## src/rtl/potato_pkg.sv

```systemverilog
// ============================================================================
//  Module   : potato_pkg
//  Purpose  : Shared constants for the Potato control unit. It holds the
//             micro-instruction indices, the loop controller state encoding
//             and the default widths.
//  Revision : 1.0 - initial release
// ============================================================================
`default_nettype none

package potato_pkg;

    // Bit positions of the decoded micro-instruction vector
    localparam int CTRL_INC   = 0;
    localparam int CTRL_DEC   = 1;
    localparam int CTRL_LEFT  = 2;
    localparam int CTRL_RIGHT = 3;
    localparam int CTRL_OUT   = 4;
    localparam int CTRL_IN    = 5;
    localparam int CTRL_LOOP  = 6;
    localparam int CTRL_DONE  = 7;
    localparam int CTRL_WIDTH = 8;

    localparam logic [1:0] ST_RUN       = 2'd0;
    localparam logic [1:0] ST_SKIP_FWD  = 2'd1;
    localparam logic [1:0] ST_SCAN_BACK = 2'd2;

    localparam int DEF_ADDR_WIDTH  = 8;
    localparam int DEF_STACK_DEPTH = 8;
    localparam int DEF_NEST_WIDTH  = 16;

endpackage

`default_nettype wire

```

## src/rtl/loop_addr_stack.sv

```systemverilog
// ============================================================================
//  Module   : loop_addr_stack
//  Purpose  : LIFO of loop-start addresses. When push and pop arrive together
//             on a non-empty stack, the new entry replaces the top entry.
//  Revision : 1.0 - initial release
// ============================================================================
`default_nettype none

module loop_addr_stack
    import potato_pkg::*;
#(
    parameter int ADDR_WIDTH  = DEF_ADDR_WIDTH,
    parameter int STACK_DEPTH = DEF_STACK_DEPTH
) (
    input  logic                               Clock,
    input  logic                               Reset_n,
    input  logic                               push,
    input  logic                               pop,
    input  logic [ADDR_WIDTH-1:0]              data_in,
    output logic [ADDR_WIDTH-1:0]              top,
    output logic [$clog2(STACK_DEPTH+1)-1:0]   depth,
    output logic                               full,
    output logic                               empty
);

    localparam int DW = $clog2(STACK_DEPTH + 1);
    localparam int IW = $clog2(STACK_DEPTH);
    localparam logic [DW-1:0] c_one  = DW'(1);
    localparam logic [DW-1:0] c_full = DW'(STACK_DEPTH);

    logic [ADDR_WIDTH-1:0] r_mem [STACK_DEPTH];
    logic [DW-1:0]         r_depth;

    logic          w_replace;
    logic          w_push_ok;
    logic          w_pop_ok;
    logic [IW-1:0] w_top_idx;
    logic [IW-1:0] w_wr_idx;

    always_comb begin
        w_replace = push && pop && !empty;
        w_push_ok = push && !w_replace && !full;
        w_pop_ok  = pop && !push && !empty;
        w_top_idx = IW'(r_depth - c_one);
        w_wr_idx  = w_replace ? w_top_idx : IW'(r_depth);
    end

    always_ff @(posedge Clock or negedge Reset_n) begin
        if (!Reset_n) begin
            r_depth <= '0;
        end else if (w_push_ok) begin
            r_depth <= r_depth + c_one;
        end else if (w_pop_ok) begin
            r_depth <= r_depth - c_one;
        end
    end

    // Entries above the depth pointer are never read, so storage needs no reset
    always_ff @(posedge Clock) begin
        if (w_replace || w_push_ok) begin
            r_mem[w_wr_idx] <= data_in;
        end
    end

    assign depth = r_depth;
    assign full  = (r_depth == c_full);
    assign empty = (r_depth == '0);
    assign top   = empty ? '0 : r_mem[w_top_idx];

endmodule

`default_nettype wire

```

## src/rtl/loop_stack_control.sv

```systemverilog
// ============================================================================
//  Module   : loop_stack_control
//  Purpose  : Resolves loop/done micro-instructions with a stack of loop-start
//             addresses. It skips forward over zero-entry loops and can fall
//             back to a reverse scan when the stack spills.
//             Optional macro LOOP_SPILL_SCAN_EN enables the spill counter and
//             the SCAN_BACK fallback.
//  Revision : 1.0 - initial release
// ============================================================================
`default_nettype none

module loop_stack_control
    import potato_pkg::*;
#(
    parameter int ADDR_WIDTH  = DEF_ADDR_WIDTH,
    parameter int STACK_DEPTH = DEF_STACK_DEPTH,
    parameter int NEST_WIDTH  = DEF_NEST_WIDTH
) (
    input  logic                              Clock,
    input  logic                              Reset_n,
    input  logic                              Loop,
    input  logic                              Done,
    input  logic                              ZeroFlag,
    input  logic [ADDR_WIDTH-1:0]             Pc,
    input  logic                              Stall,
    output logic                              Jump,
    output logic [ADDR_WIDTH-1:0]             JumpAddr,
    output logic                              SkipCmd,
    output logic                              Reverse,
    output logic [$clog2(STACK_DEPTH+1)-1:0]  Depth,
    output logic                              Overflow,
    output logic                              Underflow
);

    localparam logic [NEST_WIDTH-1:0] c_nest_one = NEST_WIDTH'(1);
    localparam logic [NEST_WIDTH-1:0] c_nest_max = '1;
    localparam logic [ADDR_WIDTH-1:0] c_addr_one = ADDR_WIDTH'(1);

    logic [1:0]            r_state;
    logic [NEST_WIDTH-1:0] r_nest;
    logic                  r_jump;
    logic [ADDR_WIDTH-1:0] r_jump_addr;
    logic                  r_overflow;
    logic                  r_underflow;

    logic [1:0]            w_state_d;
    logic [NEST_WIDTH-1:0] w_nest_d;
    logic                  w_jump_d;
    logic [ADDR_WIDTH-1:0] w_jaddr_d;
    logic                  w_ovf_set;
    logic                  w_unf_set;
    logic                  w_push;
    logic                  w_pop;
    logic [ADDR_WIDTH-1:0] w_top;
    logic                  w_full;
    logic                  w_empty;

`ifdef LOOP_SPILL_SCAN_EN
    logic [NEST_WIDTH-1:0] r_spill;
    logic [NEST_WIDTH-1:0] w_spill_d;
`endif

    loop_addr_stack #(
        .ADDR_WIDTH  (ADDR_WIDTH),
        .STACK_DEPTH (STACK_DEPTH)
    ) u_stack (
        .Clock   (Clock),
        .Reset_n (Reset_n),
        .push    (w_push),
        .pop     (w_pop),
        .data_in (Pc),
        .top     (w_top),
        .depth   (Depth),
        .full    (w_full),
        .empty   (w_empty)
    );

    always_comb begin
        w_state_d = r_state;
        w_nest_d  = r_nest;
        w_jump_d  = 1'b0;
        w_jaddr_d = r_jump_addr;
        w_ovf_set = 1'b0;
        w_unf_set = 1'b0;
        w_push    = 1'b0;
        w_pop     = 1'b0;
`ifdef LOOP_SPILL_SCAN_EN
        w_spill_d = r_spill;
`endif
        // A stalled cycle or a contradictory Loop+Done decode changes nothing
        if (!Stall && !(Loop && Done)) begin
            case (r_state)
                ST_RUN: begin
                    if (Loop) begin
                        if (ZeroFlag) begin
                            w_state_d = ST_SKIP_FWD;
                            w_nest_d  = c_nest_one;
                        end else if (!w_full) begin
                            w_push = 1'b1;
                        end else begin
`ifdef LOOP_SPILL_SCAN_EN
                            if (r_spill == c_nest_max) begin
                                w_ovf_set = 1'b1;
                            end else begin
                                w_spill_d = r_spill + c_nest_one;
                            end
`else
                            w_ovf_set = 1'b1;
`endif
                        end
                    end else if (Done) begin
                        if (ZeroFlag) begin
`ifdef LOOP_SPILL_SCAN_EN
                            if (r_spill != '0) begin
                                w_spill_d = r_spill - c_nest_one;
                            end else
`endif
                            if (!w_empty) begin
                                w_pop = 1'b1;
                            end else begin
                                w_unf_set = 1'b1;
                            end
                        end else begin
`ifdef LOOP_SPILL_SCAN_EN
                            // Spilled loop has no stored address: scan for it
                            if (r_spill != '0) begin
                                w_state_d = ST_SCAN_BACK;
                                w_nest_d  = c_nest_one;
                            end else
`endif
                            if (!w_empty) begin
                                w_jump_d  = 1'b1;
                                w_jaddr_d = w_top + c_addr_one;
                            end else begin
                                w_unf_set = 1'b1;
                            end
                        end
                    end
                end
                ST_SKIP_FWD: begin
                    if (Loop) begin
                        if (r_nest == c_nest_max) begin
                            w_ovf_set = 1'b1;
                        end else begin
                            w_nest_d = r_nest + c_nest_one;
                        end
                    end else if (Done) begin
                        w_nest_d = r_nest - c_nest_one;
                        if (r_nest == c_nest_one) begin
                            w_state_d = ST_RUN;
                        end
                    end
                end
                ST_SCAN_BACK: begin
                    if (Done) begin
                        if (r_nest == c_nest_max) begin
                            w_ovf_set = 1'b1;
                        end else begin
                            w_nest_d = r_nest + c_nest_one;
                        end
                    end else if (Loop) begin
                        w_nest_d = r_nest - c_nest_one;
                        if (r_nest == c_nest_one) begin
                            w_state_d = ST_RUN;
                        end
                    end
                end
                default: begin
                    w_state_d = ST_RUN;
                    w_nest_d  = '0;
                end
            endcase
        end
    end

    always_ff @(posedge Clock or negedge Reset_n) begin
        if (!Reset_n) begin
            r_state     <= ST_RUN;
            r_nest      <= '0;
            r_jump      <= 1'b0;
            r_jump_addr <= '0;
            r_overflow  <= 1'b0;
            r_underflow <= 1'b0;
        end else begin
            r_state     <= w_state_d;
            r_nest      <= w_nest_d;
            r_jump      <= w_jump_d;
            r_jump_addr <= w_jaddr_d;
            if (w_ovf_set) begin
                r_overflow <= 1'b1;
            end
            if (w_unf_set) begin
                r_underflow <= 1'b1;
            end
        end
    end

`ifdef LOOP_SPILL_SCAN_EN
    always_ff @(posedge Clock or negedge Reset_n) begin
        if (!Reset_n) begin
            r_spill <= '0;
        end else begin
            r_spill <= w_spill_d;
        end
    end

    assign Reverse = (r_state == ST_SCAN_BACK);
`else
    assign Reverse = 1'b0;
`endif

    assign Jump      = r_jump;
    assign JumpAddr  = r_jump_addr;
    assign SkipCmd   = (r_state != ST_RUN);
    assign Overflow  = r_overflow;
    assign Underflow = r_underflow;

endmodule

`default_nettype wire
```

## config.mk

```make
export PLATFORM = sky130hd
export DESIGN_NAME = loop_stack_control
export DESIGN_NICKNAME = d
export VERILOG_FILES = /design/src/rtl/potato_pkg.sv /design/src/rtl/loop_addr_stack.sv /design/src/rtl/loop_stack_control.sv
export SDC_FILE = /design/constraint.sdc
export NUM_CORES = 1
export LEC_CHECK = 0
export CAP_MARGIN = 20
export CORE_UTILIZATION = 45
export CTS_CLUSTER_DIAMETER = 40
export DETAILED_ROUTE_END_ITERATION = 12
export PLACE_DENSITY = 0.62
export SLEW_MARGIN = 20
export SYNTH_ARGS = -nofsm -noshare
export SYNTH_HDL_FRONTEND = slang
export SYNTH_SLANG_ARGS = --single-unit
export TNS_END_PERCENT = 50
```

## constraint.sdc

```tcl
create_clock -name Clock -period 3.3 [get_ports Clock]
set_clock_uncertainty 0.15 [all_clocks]
set_input_delay 0.495 -clock Clock [delete_from_list [all_inputs] [get_ports Clock]]
set_output_delay 0.495 -clock Clock [all_outputs]
set_load 0.1 [all_outputs]
```

==> results of run 1 <==
-- registers in the layout (all words and copies together) (netlist names) --
signal and cells:
u_stack.depth 4, u_stack.r_mem 64, JumpAddr 8, r_nest 16, Jump 1, r_state 1, Underflow 1, Overflow 1
-- synthesized netlist by cell type (8+ instances only) --
cell	instances	share of area (%)
a21oi_1	18	2.0
dfrtp_1	32	18
edfxtp_1	64	43
mux2i_1	8	1.8
mux4_2	14	7.0
nand2_1	14	1.2
nor2_1	33	2.8
nor3_1	14	1.6
nor4_1	12	1.7
xnor2_1	22	4.3
-- power groups by stage --
stage / registers, mW / logic [mW] / clock network (mW)
after floorplan: 2.21 / 1.27 / 0
after global placement: 1.65 / 2.28 / 0
after detailed placement: 1.65 / 2.29 / 0
after CTS: 1.62 / 2.31 / 0.890
after global routing: 1.65 / 2.48 / 0.931
final: 1.63 / 2.29 / 0.873
-- layout make-up --
class,count,area [µm²]
clock buffer,10,128
clock inverter,6,97.6
fill,845,4500
inverter,6,22.5
multi-input combinational,216,1650
sequential,96,2730
tap,133,166
timing repair buffer,54,438
-- worst max-delay path, stage by stage (launching register included) --
cell      delay [ns]
dfrtp_2         0.45
inv_1           0.10
ha_2            0.50
mux2i_1         0.15
mux4_2          0.54
nor2_1          0.12
ha_1            0.18
nand2b_1        0.06
a21oi_1         0.19
and3b_1         0.20
xnor2_1         0.11
a21oi_1         0.08
-- worst min-delay path by stage --
stage                     cells past startpoint         to  slack (ns)       from
after global placement                        1  Underflow        0.30  Underflow
after detailed placement                      1  Underflow        0.30  Underflow
after global routing                          1  Underflow        0.34  Underflow
after floorplan                               0       Jump        0.05    Reset_n
final                                         1  Underflow        0.32  Underflow
after CTS                                     1  Underflow        0.32  Underflow
-- timing repair --
item / in CTS / in global routing
setup buffers: 0 / 0
resized for setup: 0 / 1
endpoints found under the setup margin: 0 / 1
-- per-layer routing --
layer  share of wire (%)  wire length (µm)
met1                  49              4480
met5                   0                 0
met2                  44              4020
met3                 5.5               503
met4                 1.1               104
-- stage by stage --
step | utilization (%) | worst slack [ns] | std cells | power, mW
floorplan | - | 0.0329 | 335 | 3.48
global placement | 51.4 | 0.391 | 505 | 3.92
detailed placement | 51.4 | 0.271 | 505 | 3.94
CTS | 53.7 | 0.226 | 521 | 4.82
global route | 53.7 | 0.0406 | 521 | 5.07
finish | 53.7 | 0.344 | 521 | 4.79
-- cell families after synthesis --
kind of cell             Yosys count  synth area share [%]
adder cells (fa/ha/maj)            6                  1.67
XOR/XNOR                          24                  4.69
AO/OA/AOI/OAI                     42                  5.97
AND/OR/NAND/NOR                  116                  14.0
other                              1                0.0836
flip-flops                        96                  60.7
buffers and inverters             23                  2.79
multiplexers                      27                  10.1
==> flow_summary.json, run 1 <==
{
  "synthFlopType": "edfxtp_1",
  "synth_cells": 335,
  "finalHoldViolCount": 0,
  "layout_min_cycle_time_ns": 2.96,
  "worstSetupEndpointType": "flip-flop",
  "clk_latency_ns": 0.37,
  "cts_tree": "done",
  "viasPerCell": 5.47,
  "routed_wl_mm": 9.10,
  "grt_use_total_pct": 19.5,
  "final_area_um2": 5230,
  "io_pins": 31,
  "met3_usage_pct": 4.79,
  "syn-cell-area_um2": 4490,
  "h-tree-depth": 3,
  "first_pass_iters": 4,
  "wl_per_cell_um": 17.5,
  "cts_buffer_depth": 2,
  "final_common_cell": "edfxtp_1",
  "seqPwrFrac_pct": 33.9,
  "max_freq_ghz": 0.338,
  "start_util_pct": 46.1,
  "reg2reg_setup_slack_ns": 0.34,
  "slew_viol_final": 0,
  "switchingPower_mw": 2.07,
  "drc": 0,
  "dieArea_um2": 10400,
  "r2r-start": "u_stack.depth[1]",
  "dp_hpwl_mm": 6.39,
  "yosys_warnings": 0,
  "grt-ovfl-total": 0,
  "cts_made_buffers": 9,
  "area_delta_synth_final_pct": 16.5,
  "pwr-share-comb_pct": 47.8,
  "nets": 403,
  "use_met2_pct": 28.3,
  "r2r_end": "JumpAddr[6]",
  "num_rows": 36,
  "crit_end": "JumpAddr[6]",
  "critical_path_class": "reg -> reg",
  "hp-class": "reg -> reg",
  "setup_viol": 0,
  "p_leak_nw": 1.91,
  "die_w_um": 102,
  "cts_root_buffer": "clkbuf_8",
  "fin_crit_sh_pct": 89.6,
  "swShare_pct": 43.3,
  "core_area_um2": 9730,
  "drive_above_1_share_pct": 22.2,
  "crit_path_max_fanout": 10,
  "synthArstFlopShare_pct": 33.3,
  "required_ns": 3.41,
  "grt_pass1_vias": 2667,
  "relSlewSlack_pct": 58.7,
  "grt_max_degree": 21,
  "avgSynthCellArea_um2": 13.4,
  "diodes": 0,
  "grt_pass1_wl_mm": 14.7,
  "placement.cell_area_um2": 5000,
  "critPathLaunch": "u_stack.depth[1]",
  "status": "finished, final reports clean",
  "syn_nets": 355,
  "startpoint_type": "flip-flop",
  "ctsHoldBuffers": 0,
  "ys_types": 51,
  "worst_pin_slew_ns": 0.617,
  "clkSinkCount": 96,
  "rsz0062_at_grt": "false",
  "antenna_found_initial": 0,
  "r2r_cells": 11,
  "grt-busiest-layer": "met1",
  "whs_ns": 0.325,
  "fp.dieH_um": 102,
  "clkPwrFrac_pct": 18.2,
  "use_met1_pct": 29.1,
  "synth-seq-cells": 96,
  "pwr_density_cell_nw_per_um2": 917,
  "final_cell_mix": "edfxtp_1, buf_4, nor2_1",
  "ant_nets": 0,
  "tns_ns": 0,
  "vdd_drop_max_mv": 0.493,
  "vias": 2848,
  "ys_seq_area_share_pct": 60.7,
  "cap_violations": 0,
  "gp_congestion": 0.837,
  "synth_edf_count": 64,
  "drtIter0Drc": 179,
  "io_buffers": 29,
  "p_int_mw": 2.72,
  "arrival_ns": 3.07,
  "clk_pin_slew_ns": 0.10
}
Power figures use the tool's default switching activity.
==> run 2, diff against run 1 <==
- PLACE_DENSITY: 0.62 -> unset
- PLACE_DENSITY_LB_ADDON: unset -> 0.1
==> run 2 against run 1 <==
  * Critical path depth unchanged
  * First-iteration DRC count decreased by 14%
  * Maximum frequency decreased by 0.31%
  * Non-clock buffer count decreased by 2
  * Total power decreased by 0.81%
  * Sequential power about the same
==> flow_summary.json, run 2 (synthesis results as in run 1) <==
{
  "first_pass_iters": 5,
  "h-tree-depth": 3,
  "viasPerCell": 5.54,
  "antenna_found_initial": 0,
  "tns_ns": 0,
  "num_rows": 36,
  "start_util_pct": 46.1,
  "final_common_cell": "edfxtp_1",
  "pwr_density_cell_nw_per_um2": 913,
  "core_area_um2": 9730,
  "post-cts-setup-buffer-count": 0,
  "status": "finished, final reports clean",
  "grt-busiest-layer": "met1",
  "routed_wl_mm": 9.08,
  "max_freq_ghz": 0.337,
  "largest_reg_flops": 64,
  "dieArea_um2": 10400,
  "ctsHoldBuffers": 0,
  "startpoint_type": "flip-flop",
  "cts_buffer_depth": 2,
  "relSlewSlack_pct": 36.0,
  "fin_crit_sh_pct": 89.9,
  "clkSinkCount": 96,
  "layout_min_cycle_time_ns": 2.97,
  "clk_pin_slew_ns": 0.10,
  "met3_usage_pct": 3.08,
  "crit_path_max_fanout": 9,
  "finalHoldViolCount": 0,
  "io_buffers": 29,
  "dp.cells": 503,
  "grt_pass1_vias": 2621,
  "slew_viol_final": 0,
  "area_delta_synth_final_pct": 16.1,
  "final.fill_count": 838,
  "grt_use_total_pct": 18.8,
  "cts_root_buffer": "clkbuf_8",
  "ant_nets": 0,
  "fp.dieH_um": 102,
  "gp_congestion": 0.831,
  "grt_max_degree": 21,
  "grt_pass1_wl_mm": 14.3,
  "critical_path_class": "reg -> reg",
  "required_ns": 3.40,
  "worstSetupEndpointType": "flip-flop",
  "p_total_mw": 4.75,
  "final_cells": 519,
  "clk_latency_ns": 0.37,
  "nets": 401,
  "cts_made_buffers": 9,
  "worst_pin_slew_ns": 0.957,
  "drive_above_1_share_pct": 22.0,
  "use_met1_pct": 30.3,
  "cap_violations": 0,
  "diodes": 0,
  "wl_per_cell_um": 17.5,
  "setup_viol": 0,
  "use_met2_pct": 25.5,
  "final_cell_mix": "edfxtp_1, buf_4, nor2_1",
  "hp-class": "in -> async",
  "grt-ovfl-total": 0,
  "top_register": "u_stack.r_mem",
  "arrival_ns": 3.07,
  "io_pins": 31,
  "cts_tree": "done",
  "drtIter0Drc": 154,
  "vias": 2873,
  "drc": 0,
  "dp_hpwl_mm": 6.39,
  "rsz0062_at_grt": "false",
  "die_w_um": 102,
  "p_leak_nw": 1.89,
  "vdd_drop_max_mv": 0.535
}
[run 2: final timing paths]
| check | start | to | slack, ns | cells after the start |
|---|---|---|---|---|
| setup / recovery | u_stack.depth[1] | JumpAddr[6] | 0.33 | 11 |
| setup reg to reg | u_stack.depth[1] | JumpAddr[6] | 0.33 | 11 |
| hold / removal | Reset_n | u_stack.depth[3] | 0.32 | 1 |
| max in group asynchronous | Reset_n | r_nest[4] | 1.89 | 3 |
| hold reg to reg | Underflow | Underflow | 0.32 | 1 |
| min in group Clock | Underflow | Underflow | 0.32 | 1 |
[run 2: timing repair]
action                                  CTS  global route
hold endpoints to repair                  0             0
resized for setup                         0             1
endpoints found under the setup margin    0             1
[run 2: routing by layer]
layer  wire length [µm]  share of wire (%)
met1               4750                 52
met2               3800                 42
met3                396                4.4
met4                132                1.5
met5                  0                  0
[run 2: cell type report]
cell class	count	area [µm²]	area share, %
Sequential cell	96	2730	52.4
Multi-Input combinational cell	216	1650	31.7
Timing Repair Buffer	52	425	8.17
Tap cell	133	166	3.20
Clock buffer	9	124	2.38
Clock inverter	7	87.6	1.68
Inverter	6	22.5	0.433
[run 2: critical path, cell delays in order (launching register included)]
cell and delay (ns):
dfrtp_2 0.44, inv_1 0.11, ha_2 0.50, mux2i_1 0.14, mux4_2 0.53, nor2_1 0.12
ha_1 0.19, nand2b_1 0.06, a21oi_1 0.20, and3b_1 0.21, xnor2_1 0.12, a21oi_1 0.08
[run 2: stage by stage]
stage                     util, %  worst slack [ns]  hold WS (ns)  instance area [µm²]
after floorplan                 -            0.0329        0.0494                 4490
after global placement       51.3             0.384         0.302                 4990
after detailed placement     51.3             0.262         0.300                 4990
after CTS                    53.5             0.237         0.321                 5200
after global routing         53.5             0.124         0.329                 5210
final                        53.5             0.334         0.319                 5210
[run 2: where the power goes]
| group | internal [mW] | leakage, nW | switching, mW | total [mW] |
|---|---|---|---|---|
| combinational | 0.833 | 0.810 | 1.48 | 2.32 |
| sequential | 1.45 | 0.980 | 0.186 | 1.63 |
| clock | 0.366 | 0.105 | 0.436 | 0.802 |
| total | 2.65 | 1.89 | 2.11 | 4.75 |
==> RTL change 1, RTL diff (settings of run 2) <==
Change the package constant `DEF_ADDR_WIDTH` from 8 to 9.
--- a/src/rtl/potato_pkg.sv
+++ b/src/rtl/potato_pkg.sv
@@ -24,7 +24,7 @@
     localparam logic [1:0] ST_SKIP_FWD  = 2'd1;
     localparam logic [1:0] ST_SCAN_BACK = 2'd2;
 
-    localparam int DEF_ADDR_WIDTH  = 8;
+    localparam int DEF_ADDR_WIDTH  = 9;
     localparam int DEF_STACK_DEPTH = 8;
     localparam int DEF_NEST_WIDTH  = 16;
 
Ports: changed (resized JumpAddr and Pc); port bits go from 31 to 33. The function was not compared with the original's and may differ.
==> RTL change 1 against run 2 <==
Sequential power rose by 6%. Fmax grew 2.6%. Total power grew 4.4%. Routed wire length up 8.4%. Design area is 8.0% higher. Sequential cell count rose by 9. Die area up 8.7%. Non-clock buffer count rose by 4. Worst hold slack worse by 0.0049 ns. Synthesized area up 8.9%. Worst setup slack gained 0.074 ns.
==> RTL change 1: results (changes against run 2) <==
| Metric | Value |
|---|---|
| Max reg flops | 72 (was 64) |
| Antenna Cells | 0 (unchanged) |
| Post-synthesis compound-gate area fraction | 0.0971 (was 0.0597) |
| Synth cell count leaders | 72 x edfxtp_1, 38 x nand2_1, 33 x dfrtp_1 (was 64 x edfxtp_1, 33 x nor2_1, 32 x dfrtp_1) |
| Placer Congestion | 0.805 (was 0.831) |
| CTS resizes | 0 (unchanged) |
| Largest net degree at the start of global routing | 34 (was 21) |
| Share of post-route cells with drive strength above 1 | 0.230 (was 0.220) |
| FILL cells | 911 (was 838) |
| Post-synthesis mux area share | 0.0961 (was 0.101) |
| Static Leakage | 0.00206 uW (was 0.00189 uW) |
| Worst Setup EP | r_nest[12]$_DFFE_PN0P_ (was JumpAddr[6]$_DFFE_PN0P_) |
| Switching Share | 0.449 (was 0.443) |
| Critical Path Max Stage Delay | 0.57 ns (was 0.53 ns) |
| Dpl cells | 541 (was 503) |
| Sequential share of the synthesized area | 0.612 (was 0.607) |
| Peak VDD IR | 0.703 mV (was 0.535 mV) |
| Syn avg cell area | 13.1 um^2 (was 13.4 um^2) |
| Reg2Reg Setup Slack | 0.41 ns (was 0.33 ns) |
| Final-report max-slew violation count | 0 (unchanged) |
| Async set or reset register ratio after synthesis | 0.314 (was 0.333) |
| Root Buffer Master | clkbuf_8 (unchanged) |
| Final std cells w/o fill | 557 (was 519) |
| Yosys cell types | 54 (was 51) |
| H-tree depth | 3 (unchanged) |
| Area contributors post-synth | edfxtp_1 44%, dfrtp_1 17%, mux4_2 7.8% (was edfxtp_1 43%, dfrtp_1 18%, mux4_2 7.0%) |
| Synth Area in Adders | 0.0154 (was 0.0167) |
| First-pass GRT wire length | 16.0 mm (was 14.3 mm) |
| Worst setup path start | r_nest[2]$_DFFE_PN0P_ (was u_stack.depth[1]$_DFFE_PN0P_) |
| CP max FO | 10 (was 9) |
| Critical Path Sink Type | flop (unchanged) |
| Xor/xnor cell area share of the yosys netlist | 0.0197 (was 0.0469) |
| DR pass1 iterations | 4 (was 5) |
| Detailed-route wire length per cell | 17.7 um (was 17.5 um) |
| Buffers on Ports | 31 (was 29) |
| Vias | 3128 (was 2873) |
| Post-CTS Setup Inserts | 0 (unchanged) |
| DRT iter0 DRCs | 179 (was 154) |
| Placed inst area | 5430 um^2 (was 4990 um^2) |
| HPWL Detailed | 6.94 mm (was 6.39 mm) |
| Critical path data arrival time | 3.00 ns (was 3.07 ns) |
| Number of flops mapped to enable cells by yosys | 72 (was 64) |
| Number of global-route vias before repair | 3002 (was 2621) |
| Post-layout net count | 437 (was 401) |
| Main synth FF type | edfxtp_1 (unchanged) |
| Worst-Margin Slew | 0.565 ns (was 0.957 ns) |
| Hold/Removal Path Class | flop to flop (was primary input to async pin) |
| CP max stage cell | or4_4 (was mux4_2) |
| Synth Net Count | 393 (was 355) |
| Status | complete, no violations (unchanged) |
| Initial antenna violation count | 0 (unchanged) |
| Most flops, register | u_stack.r_mem (unchanged) |
| GR Util All Layers | 0.189 (was 0.188) |
| R2R depth | 6 (was 11) |
RTL change 1: cell count changes after synthesis, moves of 5 or more:
| cell | delta |
|---|---|
| a22o_1 | +13 |
| a211oi_1 | -5 |
| o21ai_0 | +12 |
| a21oi_1 | -9 |
| nand2_1 | +24 |
| edfxtp_1 | +8 |
| nand3_1 | +6 |
| xnor2_1 | -17 |
| nor2_1 | -15 |
| mux2i_1 | -5 |
| a21o_1 | +6 |
| clkbuf_1 | +9 |
RTL change 1: power by group through the flow:
stage                     combinational (uW)  clock [uW]  sequential (uW)
final                                   2460         767             1730
after global routing                    2650         836             1760
after CTS                               2480         793             1730
after detailed placement                2470           0             1760
after global placement                  2460           0             1760
after floorplan                         1340           0             2300
RTL change 1: routing by layer:
layer | GRT usage | vias up | wire [um]
met5 | 0 | - | 0
met1 | 0.285 | 1554 | 5010
met2 | 0.280 | 54 | 4410
li1 | - | 1511 | -
met4 | 0.0446 | 0 | 88
met3 | 0.0386 | 9 | 339
RTL change 1: metrics by stage:
step           hold slack (ns)  worst slack [ns]
2_1_floorplan           0.0494            0.0107
3_3_place_gp             0.291             0.311
3_5_place_dp             0.298             0.247
4_1_cts                  0.322             0.413
5_1_grt                  0.332             0.283
6_report                 0.314             0.409
RTL change 1: layout make-up:
cell class                      instances  area, um^2  area share
Clock inverter                          7        71.3      0.0127
Tap cell                              136         170      0.0303
Clock buffer                            9         124      0.0220
Sequential cell                       105        2990       0.532
Timing Repair Buffer                   56         455      0.0810
Inverter                                9        33.8     0.00601
Multi-Input combinational cell        235        1770       0.316
RTL change 1: worst max-delay path: cells and delay by family (launching register included):
family,cells,cell delay (ns)
AND/OR/NAND/NOR,3,1.49
flip-flops,1,0.49
multiplexers,1,0.32
AO/OA/AOI/OAI,2,0.34
==> RTL change 2, RTL diff (config.mk and constraints of run 2) <==
Made on the original files. `r_jump_addr` no longer has a reset.
--- a/src/rtl/loop_stack_control.sv
+++ b/src/rtl/loop_stack_control.sv
@@ -178,14 +178,12 @@
             r_state     <= ST_RUN;
             r_nest      <= '0;
             r_jump      <= 1'b0;
-            r_jump_addr <= '0;
             r_overflow  <= 1'b0;
             r_underflow <= 1'b0;
         end else begin
             r_state     <= w_state_d;
             r_nest      <= w_nest_d;
             r_jump      <= w_jump_d;
-            r_jump_addr <= w_jaddr_d;
             if (w_ovf_set) begin
                 r_overflow <= 1'b1;
             end
@@ -195,6 +193,10 @@
         end
     end
 
+    always_ff @(posedge Clock) begin
+        r_jump_addr <= w_jaddr_d;
+    end
+
 `ifdef LOOP_SPILL_SCAN_EN
     always_ff @(posedge Clock or negedge Reset_n) begin
         if (!Reset_n) begin
Check against the original RTL: differs if Reset_n is asserted again (counterexample within 4 cycles, from zero or initial values and one cycle with Reset_n low); with Reset_n held inactive, the same outputs for 4 cycles.
==> RTL change 2 against run 2 <==
Worst setup slack worse by 0.041 ns. Count of clock-buffer cells in the layout unchanged. Routed wire length rose by 2.2%. Fmax down 1.4%. Die area increased by 0.82%. Synthesized area up 0.84%. Design area grew 0.75%. Core utilization increased by 0.15 points. Total power down 8.0%. Critical path type unchanged. Sequential cell count stayed put.
==> RTL change 2: results (changes against run 2) <==
| Metric | Value |
|---|---|
| Static Leakage | 0.00197 uW (was 0.00189 uW) |
| Peak VDD IR | 0.623 mV (was 0.535 mV) |
| DR pass1 iterations | 4 (was 5) |
| Critical path's top delay family | simple AND/OR/NAND/NOR gates (was adder cells) |
| Detailed-route wire length per cell | 17.1 um (was 17.5 um) |
| Vias | 2967 (was 2873) |
| Synth cell count leaders | 72 x edfxtp_1, 43 x nand2_1, 24 x dfrtp_1 (was 64 x edfxtp_1, 33 x nor2_1, 32 x dfrtp_1) |
| Multi-input combinational cell area | 1640 um^2 (was 1650 um^2) |
| Hold_ws | 0.315 ns (was 0.319 ns) |
| Mapped Cells | 357 (was 335) |
| FILL cells | 814 (was 838) |
| Final std cells w/o fill | 542 (was 519) |
| CP max FO | 10 (was 9) |
| Area contributors post-synth | edfxtp_1 48%, dfrtp_1 13%, mux4_2 5.0% (was edfxtp_1 43%, dfrtp_1 18%, mux4_2 7.0%) |
| Share of post-route cells with drive strength above 1 | 0.186 (was 0.220) |
| HPWL Detailed | 6.49 mm (was 6.39 mm) |
| Placer Congestion | 0.897 (was 0.831) |
| Post-layout net count | 424 (was 401) |
| Critical path data arrival time | 2.97 ns (was 3.07 ns) |
| Largest net degree at the start of global routing | 22 (was 21) |
| GR Util All Layers | 0.192 (was 0.188) |
| Status | complete, no violations (unchanged) |
| DRT iter0 DRCs | 157 (was 154) |
| CP max stage cell | or4_4 (was mux4_2) |
| Async set or reset register ratio after synthesis | 0.250 (was 0.333) |
| Hold/Removal Path Class | flop to flop (was primary input to async pin) |
| GR met3 Demand/Resource | 0.0274 (was 0.0308) |
| R2R depth | 8 (was 11) |
-- RTL change 2: cells by family (layout without fill, tap and decap cells) --
family                     after synthesis  in the layout  synth area share
and+or+nand+nor                        127            127             0.142
DFF                                     96             96             0.611
AOI/OAI and AO/OA                       62             62            0.0894
buffers and inverters                   27             79            0.0285
muxes                                   26             26            0.0852
xor gates and xnor gates                12             12            0.0266
adders and majority gates                6              6            0.0166
other                                    1              1          0.000829
-- RTL change 2: final cells by class --
type / instances / area share
inverters: 10 / 0.00716
clock inverters: 7 / 0.0141
well taps: 133 / 0.0317
repair buffers: 53 / 0.0835
multi-input cells: 234 / 0.312
clock buffers: 9 / 0.0236
flip-flops and latches: 96 / 0.528
-- RTL change 2: power breakdown --
group | switching, uW | internal [uW]
combinational | 1240 | 759
sequential | 162 | 1470
clock | 448 | 297
